[config.mk]
export PLATFORM = sky130hd
export DESIGN_NAME = audio_cmd_sequencer
export DESIGN_NICKNAME = d
export VERILOG_FILES = /design/src/rtl/audio_cmd_sequencer.sv
export SDC_FILE = /design/constraint.sdc
export NUM_CORES = 1
export LEC_CHECK = 0
export CAP_MARGIN = 30
export CORE_UTILIZATION = 40
export DETAILED_ROUTE_END_ITERATION = 16
export PLACE_DENSITY_LB_ADDON = 0.25
export SYNTH_ARGS = -nofsm -noshare
export SYNTH_HDL_FRONTEND = slang
export SYNTH_SLANG_ARGS = --single-unit
[constraint.sdc]
create_clock -name clk8_i -period 4.9 [get_ports clk8_i]
set_clock_uncertainty 0.1 [all_clocks]
set_input_delay 0.98 -clock clk8_i [delete_from_list [all_inputs] [get_ports clk8_i]]
set_output_delay 0.98 -clock clk8_i [all_outputs]
set_load 0.05 [all_outputs]
[src/rtl/audio_cmd_sequencer.sv]
// -----------------------------------------------------------------------------
// audio_cmd_sequencer
//
// Shares the register bus of the SID-style audio block between the CPU and a
// hardware command queue.
//
// Operation:
//   - Commands (addr, data, post-write delay) are queued in a small FIFO.
//   - At each bus slot boundary (cpu_en_i) the block decides what to drive for
//     the following slot:
//       1. a pending CPU write;
//       2. otherwise, the FIFO head, if the sequencer is free;
//       3. otherwise, idle (rw=1, addr/data held).
//   - After a sequencer write, the block leaves cmd_delay idle slots before the
//     next sequencer write. Slots taken by the CPU count towards that wait.
//
// Optional feature (macro AUDIO_SEQ_LOOP_EN):
//   - Adds the input loop_i.
//   - While loop_i=1, every popped entry is re-appended to the tail, so the
//     queue replays forever.
//   - While loop_i=1, cmd_ready_o is held low.
//   - Without the macro, the loop_i port does not exist.
//
// Ports:
//   clk8_i        8 MHz clock (same as the audio block)
//   reset_i       asynchronous, active-high reset
//   cpu_en_i      one-cycle slot-boundary strobe
//   cpu_sel_i     CPU is addressing the audio register window
//   cpu_rw_ni     CPU read/write, low = write
//   cpu_addr_i    CPU register address
//   cpu_data_i    CPU write data
//   cmd_valid_i   command push request
//   cmd_ready_o   FIFO not full (and not looping)
//   cmd_addr_i    command register address
//   cmd_data_i    command write data
//   cmd_delay_i   idle slots to leave after this command's write
//   flush_i       empty the FIFO and abort any wait
//   loop_i        replay queue (only with AUDIO_SEQ_LOOP_EN)
//   audio_rw_no   to audio rw_ni
//   audio_addr_o  to audio addr_i
//   audio_data_o  to audio data_i
//   busy_o        sequencer not idle, or FIFO non-empty
//   fifo_count_o  current FIFO occupancy
// -----------------------------------------------------------------------------
module audio_cmd_sequencer #(
  parameter int FIFO_DEPTH = 8,
  parameter int DELAY_W    = 16
) (
  input  logic                        clk8_i,
  input  logic                        reset_i,
  input  logic                        cpu_en_i,
  input  logic                        cpu_sel_i,
  input  logic                        cpu_rw_ni,
  input  logic [4:0]                  cpu_addr_i,
  input  logic [7:0]                  cpu_data_i,
  input  logic                        cmd_valid_i,
  output logic                        cmd_ready_o,
  input  logic [4:0]                  cmd_addr_i,
  input  logic [7:0]                  cmd_data_i,
  input  logic [DELAY_W-1:0]          cmd_delay_i,
  input  logic                        flush_i,
`ifdef AUDIO_SEQ_LOOP_EN
  input  logic                        loop_i,
`endif
  output logic                        audio_rw_no,
  output logic [4:0]                  audio_addr_o,
  output logic [7:0]                  audio_data_o,
  output logic                        busy_o,
  output logic [$clog2(FIFO_DEPTH):0] fifo_count_o
);

  localparam int PTR_W = $clog2(FIFO_DEPTH);
  localparam int CNT_W = PTR_W + 1;

  typedef enum logic [1:0] {
    S_IDLE  = 2'd0,
    S_ISSUE = 2'd1,
    S_WAIT  = 2'd2
  } state_t;

  // ---------------------------------------------------------------------------
  // Storage and state registers
  // ---------------------------------------------------------------------------
  logic [4:0]         r_mem_addr  [FIFO_DEPTH];
  logic [7:0]         r_mem_data  [FIFO_DEPTH];
  logic [DELAY_W-1:0] r_mem_delay [FIFO_DEPTH];

  logic [PTR_W-1:0]   r_wr_ptr;
  logic [PTR_W-1:0]   r_rd_ptr;
  logic [CNT_W-1:0]   r_count;

  state_t             r_state;
  state_t             w_state_nxt;
  logic [DELAY_W-1:0] r_delay;
  logic [DELAY_W-1:0] w_delay_nxt;

  logic               r_cpu_pend;
  logic [4:0]         r_cpu_addr;
  logic [7:0]         r_cpu_data;

  logic               r_rw_n;
  logic [4:0]         r_addr;
  logic [7:0]         r_data;

  // ---------------------------------------------------------------------------
  // Combinational control
  // ---------------------------------------------------------------------------
  logic               w_loop;
  logic               w_full;
  logic               w_empty;
  logic               w_push;
  logic               w_cpu_capture;
  logic               w_cpu_issue;
  logic               w_seq_free;
  logic               w_pop;
  logic               w_append;
  logic [4:0]         w_head_addr;
  logic [7:0]         w_head_data;
  logic [DELAY_W-1:0] w_head_delay;

`ifdef AUDIO_SEQ_LOOP_EN
  assign w_loop = loop_i;
`else
  assign w_loop = 1'b0;
`endif

  assign w_full  = (r_count == CNT_W'(FIFO_DEPTH));
  assign w_empty = (r_count == '0);

  // Readiness depends on the current occupancy only. A pop in the same
  // cycle does not make room for a push.
  assign cmd_ready_o = !w_full && !w_loop;

  // A flush in the same cycle drops the push.
  assign w_push = cmd_valid_i && cmd_ready_o && !flush_i;

  assign w_cpu_capture = cpu_en_i && cpu_sel_i && !cpu_rw_ni;
  assign w_cpu_issue   = cpu_en_i && r_cpu_pend;

  // The sequencer may issue at this boundary in two cases:
  //   - it is IDLE;
  //   - it has just issued a zero-delay command (back-to-back slots).
  // A wait that ends at this boundary returns to IDLE, so the next issue
  // happens one boundary later.
  assign w_seq_free = (r_state == S_IDLE) ||
                      ((r_state == S_ISSUE) && (r_delay == '0));

  assign w_pop = cpu_en_i && !r_cpu_pend && w_seq_free && !w_empty && !flush_i;

  // In loop mode the popped entry goes straight back to the tail.
  assign w_append = w_pop && w_loop;

  assign w_head_addr  = r_mem_addr[r_rd_ptr];
  assign w_head_data  = r_mem_data[r_rd_ptr];
  assign w_head_delay = r_mem_delay[r_rd_ptr];

  // ---------------------------------------------------------------------------
  // FIFO storage (data path, not reset)
  // ---------------------------------------------------------------------------
  always_ff @(posedge clk8_i) begin
    if (w_push) begin
      r_mem_addr[r_wr_ptr]  <= cmd_addr_i;
      r_mem_data[r_wr_ptr]  <= cmd_data_i;
      r_mem_delay[r_wr_ptr] <= cmd_delay_i;
    end else if (w_append) begin
      r_mem_addr[r_wr_ptr]  <= w_head_addr;
      r_mem_data[r_wr_ptr]  <= w_head_data;
      r_mem_delay[r_wr_ptr] <= w_head_delay;
    end
  end

  // ---------------------------------------------------------------------------
  // FIFO pointers and occupancy
  // ---------------------------------------------------------------------------
  // The count is kept separately from the pointers so that full and empty are
  // never ambiguous. Both pointers wrap naturally, because the depth is a
  // power of two.
  always_ff @(posedge clk8_i or posedge reset_i) begin
    if (reset_i) begin
      r_wr_ptr <= '0;
      r_rd_ptr <= '0;
      r_count  <= '0;
    end else if (flush_i) begin
      r_wr_ptr <= '0;
      r_rd_ptr <= '0;
      r_count  <= '0;
    end else begin
      if (w_push || w_append) begin
        r_wr_ptr <= r_wr_ptr + PTR_W'(1);
      end
      if (w_pop) begin
        r_rd_ptr <= r_rd_ptr + PTR_W'(1);
      end
      // A looping pop re-appends its entry, so the occupancy is unchanged.
      if (w_push && !w_pop) begin
        r_count <= r_count + CNT_W'(1);
      end else if (w_pop && !w_loop && !w_push) begin
        r_count <= r_count - CNT_W'(1);
      end
    end
  end

  // ---------------------------------------------------------------------------
  // Sequencer FSM: state register
  // ---------------------------------------------------------------------------
  always_ff @(posedge clk8_i or posedge reset_i) begin
    if (reset_i) begin
      r_state <= S_IDLE;
      r_delay <= '0;
    end else begin
      r_state <= w_state_nxt;
      r_delay <= w_delay_nxt;
    end
  end

  // ---------------------------------------------------------------------------
  // Sequencer FSM: next-state logic
  // ---------------------------------------------------------------------------
  // The counter holds the idle slots still owed. Each boundary after the
  // issuing boundary consumes one slot, including slots the CPU steals.
  // Within that boundary:
  //   - a counter of 1 returns to IDLE (that slot is the last idle one);
  //   - a counter of 0 from ISSUE returns to IDLE and lets the pop logic
  //     issue straight away.
  always_comb begin
    w_state_nxt = r_state;
    w_delay_nxt = r_delay;
    if (flush_i) begin
      w_state_nxt = S_IDLE;
      w_delay_nxt = '0;
    end else if (cpu_en_i) begin
      case (r_state)
        S_IDLE: begin
          w_state_nxt = S_IDLE;
        end
        S_ISSUE, S_WAIT: begin
          if (r_delay > DELAY_W'(1)) begin
            w_delay_nxt = r_delay - DELAY_W'(1);
            w_state_nxt = S_WAIT;
          end else begin
            w_delay_nxt = '0;
            w_state_nxt = S_IDLE;
          end
        end
        default: begin
          w_state_nxt = S_IDLE;
          w_delay_nxt = '0;
        end
      endcase
      if (w_pop) begin
        w_state_nxt = S_ISSUE;
        w_delay_nxt = w_head_delay;
      end
    end
  end

  // ---------------------------------------------------------------------------
  // CPU pending write: control flag
  // ---------------------------------------------------------------------------
  // A capture at a boundary always sets the flag. If a write was pending at
  // that boundary, it is driven now and the new capture replaces it.
  always_ff @(posedge clk8_i or posedge reset_i) begin
    if (reset_i) begin
      r_cpu_pend <= 1'b0;
    end else if (w_cpu_capture) begin
      r_cpu_pend <= 1'b1;
    end else if (w_cpu_issue) begin
      r_cpu_pend <= 1'b0;
    end
  end

  // ---------------------------------------------------------------------------
  // CPU pending write: address and data (data path, not reset)
  // ---------------------------------------------------------------------------
  always_ff @(posedge clk8_i) begin
    if (w_cpu_capture) begin
      r_cpu_addr <= cpu_addr_i;
      r_cpu_data <= cpu_data_i;
    end
  end

  // ---------------------------------------------------------------------------
  // Audio bus slot register
  // ---------------------------------------------------------------------------
  // Updated only at a boundary, so the value is stable for the whole slot.
  // An idle slot releases rw and leaves addr/data as they were.
  always_ff @(posedge clk8_i or posedge reset_i) begin
    if (reset_i) begin
      r_rw_n <= 1'b1;
      r_addr <= '0;
      r_data <= '0;
    end else if (w_cpu_issue) begin
      r_rw_n <= 1'b0;
      r_addr <= r_cpu_addr;
      r_data <= r_cpu_data;
    end else if (w_pop) begin
      r_rw_n <= 1'b0;
      r_addr <= w_head_addr;
      r_data <= w_head_data;
    end else if (cpu_en_i) begin
      r_rw_n <= 1'b1;
    end
  end

  // ---------------------------------------------------------------------------
  // Outputs
  // ---------------------------------------------------------------------------
  assign audio_rw_no  = r_rw_n;
  assign audio_addr_o = r_addr;
  assign audio_data_o = r_data;
  assign busy_o       = (r_state != S_IDLE) || !w_empty;
  assign fifo_count_o = r_count;

endmodule

==> results of run 1 <==
==> layout make-up <==
class,count,area (um2)
Multi-Input combinational cell,304,2978
Inverter,14,52.55
Fill cell,2342,14390
Tap cell,378,473.0
Sequential cell,288,8438
Timing Repair Buffer,84,820.8
Clock inverter,17,175.2
Clock buffer,37,755.7
==> cell usage after synthesis (9+ instances only) <==
library cell | instances | area [um2]
ha_1 | 9 | 112.6
edfxtp_1 | 245 | 7357
nor2_1 | 25 | 93.84
dfrtp_1 | 42 | 1051
o211ai_1 | 15 | 112.6
o21ai_0 | 10 | 50.05
mux4_2 | 58 | 1306
mux2i_1 | 22 | 220.2
buf_1 | 10 | 37.54
clkbuf_1 | 11 | 41.29
nand2_1 | 45 | 168.9
inv_1 | 14 | 52.55
nand3_1 | 21 | 105.1
==> through the flow <==
| step | setup WS [ps] | hold slack, ps | total power [mW] |
|---|---|---|---|
| floorplan | 390.3 | 342.6 | 4.352 |
| global placement | 903.3 | 355.3 | 4.893 |
| detailed placement | 829.7 | 363.0 | 4.937 |
| CTS | 1371 | 373.3 | 7.096 |
| global route | 1232 | 393.2 | 7.344 |
| finish | 1349 | 365.0 | 7.019 |
==> critical path, cell delays in order <==
cell             delay [ps]
clkdlybuf4s50_1         470
or2b_2                  340
or4_4                   590
o21a_1                  270
nand2_1                 140
ha_1                    160
a21o_1                   80
a21oi_1                  70
or3_2                   440
a21o_1                  190
a21oi_1                 150
==> state kept, by name (all words and copies together) (netlist names), 3 cells and up <==
signal and cells:
r_delay 16, fifo_count_o 4, audio_data_o 8, r_mem_addr 40, r_cpu_data 8, r_cpu_addr 5, r_rd_ptr 3, audio_addr_o 5
r_wr_ptr 3, r_mem_data 64, r_mem_delay 128
==> power by group through the flow <==
stage | sequential, mW | combinational, mW | clock (mW)
finish | 3.03 | 1.84 | 2.14
global route | 3.06 | 1.99 | 2.29
CTS | 3.03 | 1.87 | 2.20
detailed placement | 3.08 | 1.86 | 0
global placement | 3.07 | 1.82 | 0
floorplan | 3.23 | 1.12 | 0
==> layout by cell type, fill, tap and decap left out, types with 10 or more instances in the layout <==
master / Yosys / layout
o21ai_0: 10 / 10
nor2_1: 25 / 19
buf_4: 1 / 15
inv_1: 14 / 13
dfrtp_1: 42 / 39
nand2_1: 45 / 45
edfxtp_1: 245 / 245
clkdlybuf4s50_1: 0 / 68
mux2i_1: 22 / 22
mux4_2: 58 / 58
o211ai_1: 15 / 15
clkbuf_16: 0 / 29
nand3_1: 21 / 21
==> worst max path at each step <==
| stage | start | endpoint |
|---|---|---|
| floorplan | fifo_count_o[0] | r_mem_addr[0][0] |
| global placement | cpu_en_i | fifo_count_o[3] |
| detailed placement | cpu_en_i | audio_data_o[2] |
| CTS | cpu_en_i | audio_data_o[6] |
| global route | cpu_en_i | audio_data_o[2] |
| finish | cpu_en_i | fifo_count_o[3] |
==> kinds of logic (layout without fill, tap and decap cells) <==
logic type	Yosys count	count (layout)
fa+ha+maj	10	10
simple gates	135	135
mux	88	88
buf+inv	42	152
xor+xnor	6	6
flops	288	288
compound gates	65	65
==> metal layers <==
layer / vias to the layer above / share of wire [%]
met5: - / 0
met4: 0 / 1.8
met3: 30 / 4.9
met2: 149 / 47
met1: 3108 / 46
li1: 2714 / -
==> results.toml, run 1 <==
[status]
status = "complete, no violations"

[layout]
finalNetCount = 780
stdcell_area_mm2 = 0.01369
final_cells = 1122
drive_gt1_share_pct = 20.16
fin_util_pct = 48.75
area_growth_pct = 18.43
antenna_cells = 0

[synthesis]
synth_edf_count = 245
synth_top_family_by_area = "multiplexers"
yosys.area_share.simple_pct = 5.811
ys_seq_area_share_pct = 72.95
synth_area_mm2 = 0.01156
ys_types = 60
syn_nets = 693
muxShareOfSynthArea_pct = 13.98
synth-async-reset-ratio_pct = 14.93
syn_avg_cell_area_um2 = 18.24
synth_ff_type = "edfxtp_1"
synth_compound_area_share_pct = 4.080
synthAdderAreaFrac_pct = 1.147
synthCells = 634
ys_ff_latch = 288
synthXorXnorAreaFrac_pct = 0.5194
yosys_warnings = 0

[drt]
avgViaCountPerCell = 5.348
wire_per_inst_um = 21.95
final_antenna_net_count = 0
routed_wl_um = 24630
vias = 6001
drc = 0
dr.pass1.iters = 6
drtIter0Drc = 576

[sta]
period_share_pct = 72.48
timing.setup.tns_ps = 0
period_minus_slack_ps = 3551
fmax_mhz = 281.6
worst_pin_slew_ps = 1028
drv_slew = 0
rsz0062_at_grt = "no"
relSlewSlack_pct = 30.96
hold_viol = 0
setup_viol = 0

[global_route]
use_met1_pct = 25.37
grt_pass1_wl_um = 37400
grt-ovfl-total = 0
grt_pass1_vias = 6119
antenna_found_initial = 0
top_usage_layer = "met2"
met3_usage_pct = 2.495
grtUsageMet2_pct = 26.93
grt_max_degree = 44
grt_use_total_pct = 17.20

[worst_setup_path]
path_max_fanout = 6
ff2ff_setup_slack_ps = 1550
required_ps = 5240
r2r_start = "r_delay[11]"
reg2reg_depth = 10
worstReg2RegEnd = "fifo_count_o[3]"
critical_path_class = "in2reg"
startpoint_type = "primary input"
endpoint_kind = "register"
worstPathArrival_ps = 3890

[power]
clkPwrFrac_pct = 30.6
swShare_pct = 30.66
vdd_drop_max_v = 0.0002197
power_switching_mw = 2.152
internal-power_mw = 4.867
pwr-share-seq_pct = 43.2
combPwrFrac_pct = 26.3
cellLeakagePower_nw = 4.507
powerDensity_mw_per_mm2 = 512.6

[placed_design]
io_buffers = 68
place_congestion = 0.9047
dp.cells = 1068
place_area_mm2 = 0.01276
dp_hpwl_um = 14350

[flow_run]
drv_cap = 0

[floorplan]
ios = 69
core_mm2 = 0.02809
die_w_um = 172.0
dieArea_mm2 = 0.02959
start_util_pct = 41.17
row_count = 61
fp.dieH_um = 172.0

[clock_tree]
cts_max_level = 1
worstSkewPairLatency_ps = 540
clock_sinks = 288
clkTransAtPathRegs_ps = 60
cts_buffers = 29
hold_buffers = 0
clk_root_buffer_cell = "clkbuf_16"
cts_resized = 0
cts_tree = "built"
post_cts_buffers = 0
clockBufferDepth = 3

[min_path]
hold_end = "audio_data_o[5]"
hold_depth = 2
holdCritStartpoint = "r_cpu_data[5]"
min_path_type = "reg2reg"
(Power assumes the default switching activity.)
==> inputs of run 2 (changes only) <==
- clock period: 4.9 -> 3.4 ns (I/O delays scaled with it)
==> run 2 against run 1 <==
Compared with the run above: register-to-register slack got worse by 1300 ps; via count rose by 2.4%; worst setup slack lost 1100 ps; clock power up 53%; power grew 49%; count of clock-buffer cells in the layout increased by 4.
==> results.toml, run 2 (synthesized netlist as in run 1, its figures left out) <==
[status]
status = "complete, no violations"

[clock_tree]
cts_tree = "built"
cts_resized = 0
clk_root_buffer_cell = "clkbuf_16"
clock_sinks = 288
clkTransAtPathRegs_ps = 60
worstSkewPairLatency_ps = 550
post_cts_buffers = 0
cts_max_level = 1
hold_buffers = 0
cts_buffers = 30
clockBufferDepth = 3

[layout]
final_cell_mix = "edfxtp_1, clkdlybuf4s50_1, mux4_2"
final_common_cell = "edfxtp_1"
largest-register = "r_mem_delay"
fill_cells = 2344
antenna_cells = 0
ff_latch_area_mm2 = 0.008438
final_cells = 1143
multiInputGateArea_mm2 = 0.002990
largestRegisters = "r_mem_delay: 128 flops, r_mem_data: 64 flops, r_mem_addr: 40 flops"
area_growth_pct = 21.63
drive_gt1_share_pct = 22.61
stdcell_area_mm2 = 0.01406
finalNetCount = 800
largest_register_ffs = 128

[global_route]
grt-ovfl-total = 0
antenna_found_initial = 0
grt_max_degree = 48
met3_usage_pct = 2.770
grt_use_total_pct = 17.31
grtUsageMet2_pct = 28.30
top_usage_layer = "met2"
grt_pass1_wl_um = 37910
use_met1_pct = 23.94
grt_pass1_vias = 6391

[sta]
worst_pin_slew_ps = 884.1
drv_slew = 0
period_minus_slack_ps = 3166
setup_viol = 0
fmax_mhz = 315.8
hold_viol = 0
relSlewSlack_pct = 40.84
timing.setup.tns_ps = 0
rsz0062_at_grt = "no"
period_share_pct = 93.12
holdWs_ps = 344.4

[placed_design]
place_area_mm2 = 0.01307
io_buffers = 68
dp_hpwl_um = 14720
dp.cells = 1087
place_congestion = 0.8830

[drt]
drc = 0
avgViaCountPerCell = 5.374
dr.pass1.iters = 4
vias = 6143
routed_wl_um = 24610
wire_per_inst_um = 21.53
final_antenna_net_count = 0
drtIter0Drc = 493

[power]
cellLeakagePower_nw = 4.677
vdd_drop_max_v = 0.0003699
fin_total_pwr_mw = 10.46
power_switching_mw = 3.165
internal-power_mw = 7.290
swShare_pct = 30.27
pwr-share-seq_pct = 41.3
combPwrFrac_pct = 27.4
powerDensity_mw_per_mm2 = 743.5
clkPwrFrac_pct = 31.3

[worst_setup_path]
crit_chain = "or4_4 -> or4b_4 -> o21a_1 -> nand2_1 -> ha_1 -> a21o_1 -> a21oi_1 -> or3_2 -> a21o_1 -> a21oi_1"
r2r_start = "r_delay[6]"
path_max_fanout = 7
path_delay_family = "simple AND/OR/NAND/NOR gates"
crit_slowest_cell = "or4_4"
required_ps = 3780
path_buf_inv = 0
worstReg2RegEnd = "fifo_count_o[3]"
max_stage_delay_ps = 600
reg2reg_depth = 10
critical_path_class = "reg2reg"
worstPathArrival_ps = 3550
ff2ff_setup_slack_ps = 230
startpoint_type = "register"
endpoint_kind = "register"

[floorplan]
start_util_pct = 41.17
ios = 69
row_count = 61
dieArea_mm2 = 0.02959
fp.dieH_um = 172.0
die_w_um = 172.0
core_mm2 = 0.02809

[flow_run]
drv_cap = 0

[min_path]
min_path_type = "in2async"
[run 2: cell count changes in the layout (fill, tap and decap cells not counted)]
cell,change
buf_12,+12
buf_4,+7
clkinv_2,+4
clkbuf_8,+3
clkinv_4,-3
clkbuf_16,+2
clkinvlp_4,-2
nor3_2,-2
nor3_4,+2
clkbuf_1,-1
clkinv_1,-1
inv_6,-1
inv_8,+1
[run 2: how the worst max path moves through the flow]
stage / startpoint / to / slack [ps] / cells after the start
after floorplan: fifo_count_o[0] / r_mem_addr[6][0] / -330 / 5
after global placement: cpu_en_i / fifo_count_o[3] / -150 / 11
after detailed placement: cpu_en_i / fifo_count_o[3] / -180 / 11
after CTS: r_delay[6] / fifo_count_o[3] / 250 / 10
after global routing: r_delay[6] / fifo_count_o[3] / 80 / 10
final: r_delay[6] / fifo_count_o[3] / 230 / 10
[run 2: through the flow]
stage          utilization, %  worst slack, ps
2_1_floorplan               -           -333.4
3_3_place_gp            46.43           -145.6
3_5_place_dp            46.53           -182.8
4_1_cts                 50.07            246.1
5_1_grt                 50.07            77.76
6_report                50.07            233.9
[run 2: power by group through the flow]
stage | registers [mW] | clock network (mW) | logic, mW
final | 4.32 | 3.27 | 2.87
after floorplan | 4.65 | 0 | 1.62
after global routing | 4.35 | 3.48 | 3.09
after detailed placement | 4.39 | 0 | 2.88
after global placement | 4.37 | 0 | 2.84
after CTS | 4.32 | 3.34 | 2.89
[run 2: worst reg2reg max path, delay by kind of cell (launching register included)]
family,cells,cell delay [ps]
compound gates,5,700
fa+ha+maj,1,160
flops,1,450
simple gates,4,1690
[run 2: final cells by class]
cell class | instances | share of cell area [%]
Clock buffer | 41 | 5.996
Clock inverter | 15 | 1.085
Inverter | 14 | 0.3737
Multi-Input combinational cell | 304 | 21.26
Sequential cell | 288 | 60.00
Tap cell | 378 | 3.363
Timing Repair Buffer | 103 | 7.918
[run 2: metal layers]
layer	up-vias	share of wire (%)
li1	2767	-
met1	3201	45
met2	134	48
met3	41	4.5
met4	0	2.5
met5	-	0
==> inputs of run 3 (changes only) <==
- CORE_UTILIZATION: 40 -> 45
==> run 3 against run 2 <==
Compared with the run above: count of clock-buffer cells in the layout rose by 1; die area fell by 11%; worst setup slack improved by 37 ps; global-route usage rose by 1.0 points; sequential power barely moved; largest cell class unchanged; combinational power fell by 2%.
==> results.toml, run 3 (synthesized netlist as in run 1, its figures left out) <==
[sta]
drv_slew = 0
timing.setup.tns_ps = 0
period_minus_slack_ps = 3129
setup_viol = 0
rsz0062_at_grt = "no"
worst_pin_slew_ps = 866.7
fmax_mhz = 319.6
relSlewSlack_pct = 42.22
period_share_pct = 92.04
hold_viol = 0

[floorplan]
dieArea_mm2 = 0.02634
row_count = 58
core_mm2 = 0.02518
start_util_pct = 45.92
ios = 69
die_w_um = 162.3
fp.dieH_um = 162.3

[clock_tree]
cts_resized = 0
worstSkewPairLatency_ps = 530
clk_root_buffer_cell = "clkbuf_16"
cts_buffers = 29
clock_sinks = 288
clockBufferDepth = 3
clkTransAtPathRegs_ps = 60
cts_tree = "built"
cts_max_level = 1
post_cts_buffers = 0
hold_buffers = 0

[worst_setup_path]
required_ps = 3760
startpoint_type = "register"
r2r_start = "r_delay[6]"
path_max_fanout = 7
endpoint_kind = "register"
crit_start = "r_delay[6]"
worstPathArrival_ps = 3490
critical_path_class = "reg2reg"

[power]
internal-power_mw = 7.031
combPwrFrac_pct = 27.9
power_switching_mw = 3.083
powerDensity_mw_per_mm2 = 730.4
vdd_drop_max_v = 0.0005263
cellLeakagePower_nw = 4.594
clkPwrFrac_pct = 29.3
fin_total_pwr_mw = 10.11
pwr-share-seq_pct = 42.9
swShare_pct = 30.48

[layout]
final_cell_mix = "edfxtp_1, clkdlybuf4s50_1, mux4_2"
antenna_cells = 0
area_growth_pct = 19.76
largest_register_ffs = 128
largestRegisters = "r_mem_delay: 128 flops, r_mem_data: 64 flops, r_mem_addr: 40 flops"
fill_cells = 1912
stdcell_area_mm2 = 0.01385
drive_gt1_share_pct = 22.03
fin_util_pct = 54.99
finalNetCount = 796
largest-register = "r_mem_delay"
final_common_cell = "edfxtp_1"

[drt]
final_antenna_net_count = 0
drc = 0
routed_wl_um = 23480
vias = 6089
avgViaCountPerCell = 5.597
wire_per_inst_um = 21.58
drtIter0Drc = 619
dr.pass1.iters = 5

[global_route]
grt-ovfl-total = 0
grt_pass1_wl_um = 36210
met3_usage_pct = 2.937
use_met1_pct = 27.08
grt_use_total_pct = 18.34
top_usage_layer = "met2"
grtUsageMet2_pct = 28.59
grt_max_degree = 51
antenna_found_initial = 0
grt_pass1_vias = 6255

[min_path]
min_path_type = "reg2reg"
holdCritStartpoint = "r_cpu_data[3]"

[status]
status = "complete, no violations"

[placed_design]
dp_hpwl_um = 13870
place_area_mm2 = 0.01295
io_buffers = 68
place_congestion = 0.8623

[flow_run]
drv_cap = 0
-- run 3: cell types whose count changed in the layout (fill, tap and decap cells not counted), moves of 2 or more --
cell	delta
bufinv_16	-3
clkinv_1	-2
clkinv_2	-2
inv_6	+2
-- run 3: final cells by class --
| class | count | area, um2 | share of cell area (%) |
|---|---|---|---|
| multi-input cells | 304 | 2990 | 21.60 |
| repair buffers | 100 | 1059 | 7.644 |
| well taps | 330 | 412.9 | 2.982 |
| clock inverters | 10 | 58.81 | 0.4247 |
| inverters | 14 | 52.55 | 0.3795 |
| flip-flops and latches | 288 | 8438 | 60.94 |
| clock buffers | 42 | 835.8 | 6.036 |
-- run 3: power by group through the flow --
| stage | logic, mW | clock network [mW] | registers [mW] |
|---|---|---|---|
| 2_1_floorplan | 1.62 | 0 | 4.65 |
| 3_3_place_gp | 2.79 | 0 | 4.39 |
| 3_5_place_dp | 2.82 | 0 | 4.40 |
| 4_1_cts | 2.83 | 3.03 | 4.34 |
| 5_1_grt | 3.03 | 3.17 | 4.37 |
| 6_report | 2.82 | 2.96 | 4.34 |
-- run 3: worst paths after layout --
check / to / slack, ps / cells past startpoint
max in group asynchronous: r_rd_ptr[2] / 2270 / 3
worst min register to register: audio_data_o[3] / 380 / 2
min in group asynchronous: audio_data_o[6] / 490 / 3
worst max register to register: fifo_count_o[3] / 270 / 10
worst max-delay path: fifo_count_o[3] / 270 / 10
worst min-delay path: audio_data_o[3] / 380 / 2
-- run 3: routing by layer --
layer | vias up | routed length [um]
li1 | 2747 | -
met1 | 3153 | 10920
met3 | 30 | 1208
met4 | 0 | 387
met5 | - | 0
met2 | 159 | 10960
-- run 3: critical path, stage by stage (launching register included) --
cell and delay [ps]:
dfrtp_1 440, or4_4 600, or4b_4 560, o21a_1 220
nand2_1 100, ha_1 160, a21o_1 80, a21oi_1 70
or3_2 420, a21o_1 180, a21oi_1 130
-- run 3: per-stage QoR --
stage | worst slack (ps) | hold slack (ps) | std cells
2_1_floorplan | -333.4 | 342.6 | 634
3_3_place_gp | -144.0 | 353.4 | 1036
3_5_place_dp | -164.7 | 364.2 | 1036
4_1_cts | 254.4 | 381.9 | 1088
5_1_grt | 126.6 | 392.4 | 1088
6_report | 270.8 | 376.6 | 1088
